**config.mk**
```make
export PLATFORM = sky130hd
export DESIGN_NAME = ex_stage_pipe
export DESIGN_NICKNAME = d
export VERILOG_FILES = /design/src/rtl/ex_stage_pipe.sv
export SDC_FILE = /design/constraint.sdc
export NUM_CORES = 1
export LEC_CHECK = 0
export CAP_MARGIN = 10
export CORE_MARGIN = 5
export CORE_UTILIZATION = 38
export CTS_CLUSTER_DIAMETER = 60
export DETAILED_ROUTE_END_ITERATION = 7
export PLACE_DENSITY = 0.62
export SLEW_MARGIN = 20
export SYNTH_ARGS = -nofsm -noshare
export SYNTH_HDL_FRONTEND = slang
export SYNTH_SLANG_ARGS = --single-unit
```
**constraint.sdc**
```tcl
create_clock -name clk -period 14.2 [get_ports clk]
set_input_delay 4.26 -clock clk [delete_from_list [all_inputs] [get_ports clk]]
set_output_delay 4.26 -clock clk [all_outputs]
set_load 0.02 [all_outputs]
```
**src/rtl/ex_stage_pipe.sv**
```systemverilog
// Execute stage with built-in EX/MEM pipeline register.
// Covers operand forwarding, the ALU, the valid/stall/flush handshake and an
// iterative shift-add multiplier that retires MUL_R multiplier bits per cycle.
// While a multiply runs, stall_out holds the front end.
module ex_stage_pipe #(
  parameter int XLEN  = 32,
  parameter int REGW  = 5,
  parameter int MEM_W = 3,
  parameter int WB_W  = 2,
  parameter int MUL_R = 1
) (
  input  logic             clk,
  input  logic             rst,
  input  logic             in_valid,
  output logic             stall_out,
  input  logic             stall_in,
  input  logic             flush,
  input  logic [REGW-1:0]  rs,
  input  logic [REGW-1:0]  rt,
  input  logic [REGW-1:0]  rd,
  input  logic [XLEN-1:0]  read_d1,
  input  logic [XLEN-1:0]  read_d2,
  input  logic [XLEN-1:0]  se,
  input  logic             reg_dst,
  input  logic             alu_src,
  input  logic [3:0]       alu_op,
  input  logic [MEM_W-1:0] MEM,
  input  logic [WB_W-1:0]  WB,
  input  logic [REGW-1:0]  EXMEMRegRd,
  input  logic [REGW-1:0]  MEMWBRegRd,
  input  logic             EXMEM_RegWrite,
  input  logic             MEMWB_RegWrite,
  input  logic [XLEN-1:0]  ALU_result,
  input  logic [XLEN-1:0]  WB_data,
  output logic [1:0]       ForwardA,
  output logic [1:0]       ForwardB,
  output logic             out_valid,
  output logic [XLEN-1:0]  result_out,
  output logic [XLEN-1:0]  read_d2_out,
  output logic             zero,
  output logic [REGW-1:0]  write_register_out,
  output logic [MEM_W-1:0] MEM_out,
  output logic [WB_W-1:0]  WB_out
);

  localparam int N   = XLEN / MUL_R;
  localparam int SHW = $clog2(XLEN);
  localparam int CW  = (N > 1) ? $clog2(N) : 1;
  localparam logic [CW-1:0] CNT_LAST = CW'(N - 1);

  localparam logic [3:0] OP_AND = 4'd0;
  localparam logic [3:0] OP_OR  = 4'd1;
  localparam logic [3:0] OP_ADD = 4'd2;
  localparam logic [3:0] OP_SLL = 4'd3;
  localparam logic [3:0] OP_SRL = 4'd4;
  localparam logic [3:0] OP_SUB = 4'd6;
  localparam logic [3:0] OP_SLT = 4'd7;
  localparam logic [3:0] OP_MUL = 4'd8;
  localparam logic [3:0] OP_NOR = 4'd12;

  typedef enum logic [0:0] {S_RUN = 1'b0, S_MUL = 1'b1} state_t;

  state_t           state_q, state_d;
  logic [CW-1:0]    cnt_q, cnt_d;
  logic [XLEN-1:0]  acc_q, acc_d;
  logic [XLEN-1:0]  mcand_q, mcand_d;
  logic [XLEN-1:0]  mplier_q, mplier_d;
  logic [XLEN-1:0]  bf_hold_q, bf_hold_d;
  logic [REGW-1:0]  wr_hold_q, wr_hold_d;
  logic [MEM_W-1:0] mem_hold_q, mem_hold_d;
  logic [WB_W-1:0]  wb_hold_q, wb_hold_d;

  logic             out_valid_q, out_valid_d;
  logic [XLEN-1:0]  result_q, result_d;
  logic [XLEN-1:0]  rd2_q, rd2_d;
  logic             zero_q, zero_d;
  logic [REGW-1:0]  wreg_q, wreg_d;
  logic [MEM_W-1:0] mem_q, mem_d;
  logic [WB_W-1:0]  wb_q, wb_d;

  logic [XLEN-1:0]  op_a_s, op_bf_s, op_b_s, alu_res_s;
  logic [XLEN-1:0]  digit_s, step_sum_s;
  logic [REGW-1:0]  wreg_sel_s;
  logic             accept_s;

  // Forward selects: EX/MEM has priority over MEM/WB; register 0 never forwards
  always_comb begin
    ForwardA = 2'd0;
    ForwardB = 2'd0;
    if (EXMEM_RegWrite && (EXMEMRegRd != {REGW{1'b0}}) && (EXMEMRegRd == rs)) begin
      ForwardA = 2'd2;
    end else if (MEMWB_RegWrite && (MEMWBRegRd != {REGW{1'b0}}) && (MEMWBRegRd == rs)) begin
      ForwardA = 2'd1;
    end else begin
      ForwardA = 2'd0;
    end
    if (EXMEM_RegWrite && (EXMEMRegRd != {REGW{1'b0}}) && (EXMEMRegRd == rt)) begin
      ForwardB = 2'd2;
    end else if (MEMWB_RegWrite && (MEMWBRegRd != {REGW{1'b0}}) && (MEMWBRegRd == rt)) begin
      ForwardB = 2'd1;
    end else begin
      ForwardB = 2'd0;
    end
  end

  // Operand muxing and single-cycle ALU
  always_comb begin
    op_a_s    = read_d1;
    op_bf_s   = read_d2;
    alu_res_s = {XLEN{1'b0}};
    case (ForwardA)
      2'd1:    op_a_s = WB_data;
      2'd2:    op_a_s = ALU_result;
      default: op_a_s = read_d1;
    endcase
    case (ForwardB)
      2'd1:    op_bf_s = WB_data;
      2'd2:    op_bf_s = ALU_result;
      default: op_bf_s = read_d2;
    endcase
    op_b_s     = alu_src ? se : op_bf_s;
    wreg_sel_s = reg_dst ? rd : rt;
    case (alu_op)
      OP_AND:  alu_res_s = op_a_s & op_b_s;
      OP_OR:   alu_res_s = op_a_s | op_b_s;
      OP_ADD:  alu_res_s = op_a_s + op_b_s;
      OP_SUB:  alu_res_s = op_a_s - op_b_s;
      OP_SLL:  alu_res_s = op_a_s << op_b_s[SHW-1:0];
      OP_SRL:  alu_res_s = op_a_s >> op_b_s[SHW-1:0];
      OP_SLT:  alu_res_s = ($signed(op_a_s) < $signed(op_b_s)) ? {{(XLEN-1){1'b0}}, 1'b1}
                                                               : {XLEN{1'b0}};
      OP_NOR:  alu_res_s = ~(op_a_s | op_b_s);
      default: alu_res_s = {XLEN{1'b0}};
    endcase
  end

  // One shift-add step: accumulator plus multiplicand times the low multiplier digit
  always_comb begin
    digit_s              = {XLEN{1'b0}};
    digit_s[MUL_R-1:0]   = mplier_q[MUL_R-1:0];
    step_sum_s           = acc_q + (mcand_q * digit_s);
  end

  assign accept_s  = (state_q == S_RUN) && in_valid && !stall_in && !flush;
  assign stall_out = (state_q == S_MUL);

  // Next-state, multiplier datapath and EX/MEM register load/bubble/hold
  always_comb begin
    state_d     = state_q;
    cnt_d       = cnt_q;
    acc_d       = acc_q;
    mcand_d     = mcand_q;
    mplier_d    = mplier_q;
    bf_hold_d   = bf_hold_q;
    wr_hold_d   = wr_hold_q;
    mem_hold_d  = mem_hold_q;
    wb_hold_d   = wb_hold_q;
    out_valid_d = out_valid_q;
    result_d    = result_q;
    rd2_d       = rd2_q;
    zero_d      = zero_q;
    wreg_d      = wreg_q;
    mem_d       = mem_q;
    wb_d        = wb_q;
    if (flush) begin
      // Squash: bubble out and abandon any multiply in progress
      state_d     = S_RUN;
      cnt_d       = {CW{1'b0}};
      acc_d       = {XLEN{1'b0}};
      out_valid_d = 1'b0;
      mem_d       = {MEM_W{1'b0}};
      wb_d        = {WB_W{1'b0}};
    end else if (state_q == S_RUN) begin
      if (accept_s && (alu_op == OP_MUL)) begin
        // Capture everything now so later forwarding changes cannot disturb it
        state_d     = S_MUL;
        cnt_d       = {CW{1'b0}};
        acc_d       = {XLEN{1'b0}};
        mcand_d     = op_a_s;
        mplier_d    = op_b_s;
        bf_hold_d   = op_bf_s;
        wr_hold_d   = wreg_sel_s;
        mem_hold_d  = MEM;
        wb_hold_d   = WB;
        out_valid_d = 1'b0;
        mem_d       = {MEM_W{1'b0}};
        wb_d        = {WB_W{1'b0}};
      end else if (accept_s) begin
        out_valid_d = 1'b1;
        result_d    = alu_res_s;
        rd2_d       = op_bf_s;
        zero_d      = (alu_res_s == {XLEN{1'b0}});
        wreg_d      = wreg_sel_s;
        mem_d       = MEM;
        wb_d        = WB;
      end else if (!stall_in) begin
        out_valid_d = 1'b0;
        mem_d       = {MEM_W{1'b0}};
        wb_d        = {WB_W{1'b0}};
      end else begin
        state_d = S_RUN;
      end
    end else begin
      if (cnt_q == CNT_LAST) begin
        if (!stall_in) begin
          // Final step lands directly in the EX/MEM register
          state_d     = S_RUN;
          cnt_d       = {CW{1'b0}};
          out_valid_d = 1'b1;
          result_d    = step_sum_s;
          rd2_d       = bf_hold_q;
          zero_d      = (step_sum_s == {XLEN{1'b0}});
          wreg_d      = wr_hold_q;
          mem_d       = mem_hold_q;
          wb_d        = wb_hold_q;
        end else begin
          state_d = S_MUL;
        end
      end else begin
        acc_d    = step_sum_s;
        mcand_d  = mcand_q << MUL_R;
        mplier_d = mplier_q >> MUL_R;
        cnt_d    = cnt_q + {{(CW-1){1'b0}}, 1'b1};
        if (!stall_in) begin
          out_valid_d = 1'b0;
          mem_d       = {MEM_W{1'b0}};
          wb_d        = {WB_W{1'b0}};
        end else begin
          out_valid_d = out_valid_q;
        end
      end
    end
  end

  // State, multiplier and EX/MEM register flops with synchronous active-low reset
  always_ff @(posedge clk) begin
    if (!rst) begin
      state_q     <= S_RUN;
      cnt_q       <= {CW{1'b0}};
      acc_q       <= {XLEN{1'b0}};
      mcand_q     <= {XLEN{1'b0}};
      mplier_q    <= {XLEN{1'b0}};
      bf_hold_q   <= {XLEN{1'b0}};
      wr_hold_q   <= {REGW{1'b0}};
      mem_hold_q  <= {MEM_W{1'b0}};
      wb_hold_q   <= {WB_W{1'b0}};
      out_valid_q <= 1'b0;
      result_q    <= {XLEN{1'b0}};
      rd2_q       <= {XLEN{1'b0}};
      zero_q      <= 1'b0;
      wreg_q      <= {REGW{1'b0}};
      mem_q       <= {MEM_W{1'b0}};
      wb_q        <= {WB_W{1'b0}};
    end else begin
      state_q     <= state_d;
      cnt_q       <= cnt_d;
      acc_q       <= acc_d;
      mcand_q     <= mcand_d;
      mplier_q    <= mplier_d;
      bf_hold_q   <= bf_hold_d;
      wr_hold_q   <= wr_hold_d;
      mem_hold_q  <= mem_hold_d;
      wb_hold_q   <= wb_hold_d;
      out_valid_q <= out_valid_d;
      result_q    <= result_d;
      rd2_q       <= rd2_d;
      zero_q      <= zero_d;
      wreg_q      <= wreg_d;
      mem_q       <= mem_d;
      wb_q        <= wb_d;
    end
  end

  assign out_valid          = out_valid_q;
  assign result_out         = result_q;
  assign read_d2_out        = rd2_q;
  assign zero               = zero_q;
  assign write_register_out = wreg_q;
  assign MEM_out            = mem_q;
  assign WB_out             = wb_q;

endmodule

```
# Word-level counts from Yosys, hierarchy flattened
# Cells that the tools add are included.
# op_classes
reduce_logical	25
n_eq_ne	22
addsub	4
multipliers	1
n_shift	2
n_lt_le_gt_ge	1
n_bitwise	6
muxes	65
# op_table
operator	n
$mux 32	20
$pmux 32 s8	1
$pmux 32 s2	2
$add 32x32->32	2
$logic_not 32->1	2
$mux 5	10
$and 32x32->32	1
$lt 32x32->1	1
$mul 32x1->32	1
$not 32->32	1
$or 32x32->32	1
$shl 32x5->32	1
$shr 32x5->32	1
$sub 32x32->32	1
$eq 5x5->1	4
$mux 1	18
$mux 3	6
$mux 2	8
$eq 4x3->1 const B	3
$logic_and 1x1->1	10
$reduce_bool 5->1	2
$eq 4x2->1 const B	2
$eq 4x4->1 const B	2
$ne 2x2->1 const B	3
15 further kinds	23
# word_totals
in_bits	203
out_inout_bits	81
reg_bits	220
elab_cells	142

# Longest topological paths before layout
# depth
ltp_word	15
depth_mapped	29
ltp_nobuf	25

# Worst setup path before layout
# OpenSTA, ideal clock, no wires.
# synth_path
kind	input to output
start	input port EXMEMRegRd[0]
end	output port ForwardA[0]
stages	7
t_arrival_ns	6.229
n_path_buf	2
required_time_ns	9.940
setup_slack_ns	3.711
path_cell_list	or4_4 -> o211ai_1 -> or2_1 -> buf_2 -> buf_2 -> inv_1 -> nor3_1
# synth_between
elab_chain_len	4
word_cells_on_any_way	5
classes_between	1 x eq/ne; 1 x mux; 3 x reduce/logical
# synth_lines
element	line_no	text
start, declared	29	input logic [REGW-1:0] EXMEMRegRd,
$reduce_bool 5->1	90	if (EXMEM_RegWrite && (EXMEMRegRd != {REGW{1'b0}}) && (EXMEMRegRd == rs)) begin
$logic_and 1x1->1	90	
$logic_and 1x1->1 *	90	
$mux 2 *	90	
end, declared	35	output logic [1:0] ForwardA,
# Every way passes the cells marked *; elsewhere a longest branch is shown, timed or not.

# Worst setup path in the final report
# layout_path
start	input port rt[2]
end	register zero_q (netlist: zero)
# layout_between
elab_chain_len	14
word_cells_on_any_way	24
classes_between	2 x add/sub; 1 x order compare; 4 x eq/ne; 2 x shift; 9 x mux; 3 x bitwise; 3 x reduce/logical
# layout_lines
element	line_no	text
start, declared	19	input logic [REGW-1:0] rt,
$eq 5x5->1	99	end else if (MEMWB_RegWrite && (MEMWBRegRd != {REGW{1'b0}}) && (MEMWBRegRd == rt)) begin
$logic_and 1x1->1	99	
$mux 1	99	
$mux 2 *	97	if (EXMEM_RegWrite && (EXMEMRegRd != {REGW{1'b0}}) && (EXMEMRegRd == rt)) begin
$eq 2x2->1 / $eq 2x1->1 (equally long branches)	116	case (ForwardB)
$pmux 32 s2 *	116	
$mux 32 *	121	op_b_s = alu_src ? se : op_bf_s;
$lt 32x32->1 / $or 32x32->32 (equally long branches)	130, 125, 132	
$mux 1 / $not 32->32 (equally long branches)	130, 132	
$pmux 32 s8 *	123	case (alu_op)
$logic_not 32->1 *	192	zero_d = (alu_res_s == {XLEN{1'b0}});
$mux 1 *	188	end else if (accept_s) begin
$mux 1 *	174	if (accept_s && (alu_op == OP_MUL)) begin
$mux 1 *	173	end else if (state_q == S_RUN) begin
end signal, assigned	267	zero_q <= zero_d;
end, declared	76	logic zero_q, zero_d;
# Every way passes the cells marked *; elsewhere a longest branch is shown, timed or not. The select of a mux whose other input is x is not followed.
# A chain may end at the register's enable or synchronous reset.

==> metrics <==
result of the run=complete, but fails checks; violated checks=design-rule violations; post-route minimum period=11.63 ns; hold buffers post-CTS=0; P_sw=0.879 mW; Leak=10.6 nW; slack of the worst reg-to-reg path=9.13 ns; metal2 WL=between 40000 and 50000 µm; M1 WL=approximately 49000 µm; Total GRT Usage=a little over a third; placed wire-length estimate=90300 µm; max cap viols=0; synthesized flop and latch total=220; DR WL met3=13000 µm; routed length per placed instance=28.7 µm; sequential fraction of the synthesis area=between 10% and 20%; Slew @ Worst Pin=around 1.3 ns; Mapped Avg Cell Area=7.02 µm²; Comb pwr share=39.9%; Nets=approximately 3700; cell depth of the worst hold path=2; Synth cell types=90; Syn-to-layout area delta=21.3%; clock sink count=220; Fmax achieved=0.0860 GHz; CTS tree=done; Boundary Pins=around 280; Port Buffers=283; Hold Slack=around 0.45 ns; RSZ-0062 raised after global routing=false; Sw Share=40.3%; total congestion overflow=0; fillers=between 6000 and 7000; Initial Util=around two fifths; Syn Nets=3500; Clk pwr share=31.0%; clock skew=~0.022 ns; Fin. Hold Viols=0; vias post-DR=26400; largest net degree at the start of global routing=94; commonest non-fill, non-tap cell in the layout=nand2_1; arrival time at the worst endpoint=12.11 ns; Worst R2R End=zero; Final Non-Filler Cells=a little over 4000; Core Area=57700 µm²; most frequent cells in the layout=nand2_1 (459), clkdlybuf4s50_1 (280), nor2_1 (255); CTS resizes=0; crit end category=register; DR top layer=met5; Final Wtd Congestion=~1.1; FP Rows=88; area of the multi-input gates=16600 µm²; Chip Width=251 µm; post-CTS setup buffers=0; drt first pass iters=8; detailed router's first-iteration violation count=approximately 3600; Synth Cell Area=22100 µm²; initial antenna violation count=4; Routed WL=~120000 µm; worst hold path startpoint=result_out[0]; dpl cells=4066; PnR Total Power=about 2.2 mW; Critical R2R Launch=mcand_q[0]; path depth of the worst reg2reg path=17; startpoint types=input port; TNS Setup=0 ns; share of layout cells above drive strength 1=6.90%; Die Area=63200 µm²; setup violators final=0; Cells after Synth=3156; Routed Antenna Nets=0; die outline height=251 µm; Yosys top cell by area=dfxtp_1; Tcrit/Tclk final=81.9%; residual DRC count=2; Max-Slew Margin vs Limit=between 15 and 20%; top cells by area, synth=dfxtp_1 (20%), ha_1 (7.8%), nand2_1 (7.8%); CP Class=in2reg; vias in the first global route=24600; global-route wire length before repair=169000 µm; critical path peak fanout=66; WP data required=14.69 ns; Via density=6.41; Sequential Area=around 4400 µm²; hold endpoint=result_out[0]; clock buffer count from CTS=26; Reg clk slew, reported paths=0.06 ns; Main synth FF type=dfxtp_1; CTS Buffer Depth=3; Root Buffer=clkbuf_16; Post-synth EDFFs=0; area share of the largest cell type after synthesis=19.9%; Yosys warnings=0; H-tree Lvls=1; post-synthesis async set-or-reset flop share=0%; Sequential Power Share=approximately 29%; HP Class=reg2reg; Max rail drop VDD=0.0881 mV; Slew Limit Fails=0; Pint=1.30 mW; pwr dens=81.2 nW/µm²; latest clock arrival within the worst-skew pair=between 0.5 and 0.6 ns
kinds of logic (layout without fill, tap and decap cells):
group	after synthesis	count (layout)	share of synthesized area, %
and+or+nand+nor	1122	1122	22.8
other	0	4	0
adders and majority gates	141	141	8.07
buffers and inverters	355	547	6.27
AOI/OAI and AO/OA	1129	1129	34.7
DFF	220	220	19.9
xor gates and xnor gates	75	75	2.97
muxes	114	114	5.25
power groups by stage:
stage          Combinational, mW  Sequential [mW]  Clock (mW)
3_3_place_gp               0.840            0.646           0
4_1_cts                    0.830            0.632       0.690
2_1_floorplan              0.449            0.656           0
6_report                   0.871            0.633       0.677
3_5_place_dp               0.827            0.646           0
5_1_grt                    0.903            0.633       0.714
final cells by class:
cell class	instances	share of cell area [%]
diodes	4	0.0373
multi-input cells	2581	61.7
repair buffers	390	13.5
clock inverters	9	0.429
well taps	765	3.56
clock buffers	38	2.81
flip-flops and latches	220	16.4
inverters	110	1.54
state kept, by name, indices dropped and copies added (netlist names), 3 cells and up:
name / flops
acc_q: 32
bf_hold_q: 32
mcand_q: 32
mplier_q: 32
read_d2_out: 32
result_out: 32
cnt_q: 5
wr_hold_q: 5
write_register_out: 5
MEM_out: 3
mem_hold_q: 3
metal layers:
layer,vias to the layer above,global-route usage (%)
li1,12000,-
met1,12400,46.8
met2,1604,51.6
met3,391,9.93
met4,2,18.0
met5,-,0
synthesized netlist by cell type, types with 21 or more instances:
| library cell | count |
|---|---|
| a211oi_1 | 64 |
| a21boi_0 | 99 |
| a21o_1 | 31 |
| a21oi_1 | 178 |
| a221oi_1 | 45 |
| a22oi_1 | 39 |
| a31oi_1 | 62 |
| a32oi_1 | 28 |
| and2_1 | 56 |
| buf_1 | 28 |
| buf_2 | 24 |
| clkbuf_1 | 189 |
| dfxtp_1 | 220 |
| ha_1 | 138 |
| inv_1 | 104 |
| mux2i_1 | 110 |
| nand2_1 | 459 |
| nand2b_1 | 21 |
| nand3_1 | 137 |
| nand4_1 | 22 |
| nor2_1 | 260 |
| nor3_1 | 77 |
| o211a_1 | 41 |
| o211ai_1 | 86 |
| o21ai_0 | 252 |
| xnor2_1 | 53 |
| xor2_1 | 22 |
per-stage QoR:
step,setup slack [ns],util [%],area [µm²]
final,2.57,46.5,26900
after detailed placement,2.31,45.0,26000
after floorplan,3.71,-,22100
after global routing,2.13,46.5,26900
after global placement,2.13,45.0,26000
after CTS,2.80,46.5,26800
critical path, cell delays in order:
cell and delay [ns]:
clkdlybuf4s50_1 0.69, xnor2_1 0.18, and3_1 0.33, nand3_4 0.15
inv_2 0.78, o31a_1 0.25, buf_4 0.35, nor2_4 0.07
inv_2 0.06, buf_4 0.44, ha_1 0.27, inv_1 0.06
fa_1 0.47, a211oi_1 0.36, o21a_1 0.22, o21ai_0 0.10
a21boi_0 0.15, xnor2_1 0.18, o21ai_0 0.12, a211oi_1 0.21
nand4_1 0.10, nor3_1 0.73, nand4_1 0.23, nor4_1 0.35
nand4_1 0.19, nor4_1 0.45, a31oi_1 0.17, a21oi_1 0.15
worst max-delay path by stage:
stage                   from     endpoint  slack (ns)  cells after the start
6_report               rt[2]         zero        2.57                     28
2_1_floorplan  EXMEMRegRd[0]  ForwardA[0]        3.71                      7
3_5_place_dp           rt[2]         zero        2.31                     28
3_3_place_gp           rt[2]         zero        2.13                     26
5_1_grt                rt[4]         zero        2.13                     28
4_1_cts                rt[2]  ForwardB[1]        2.80                      6
(Power assumes the default switching activity.)
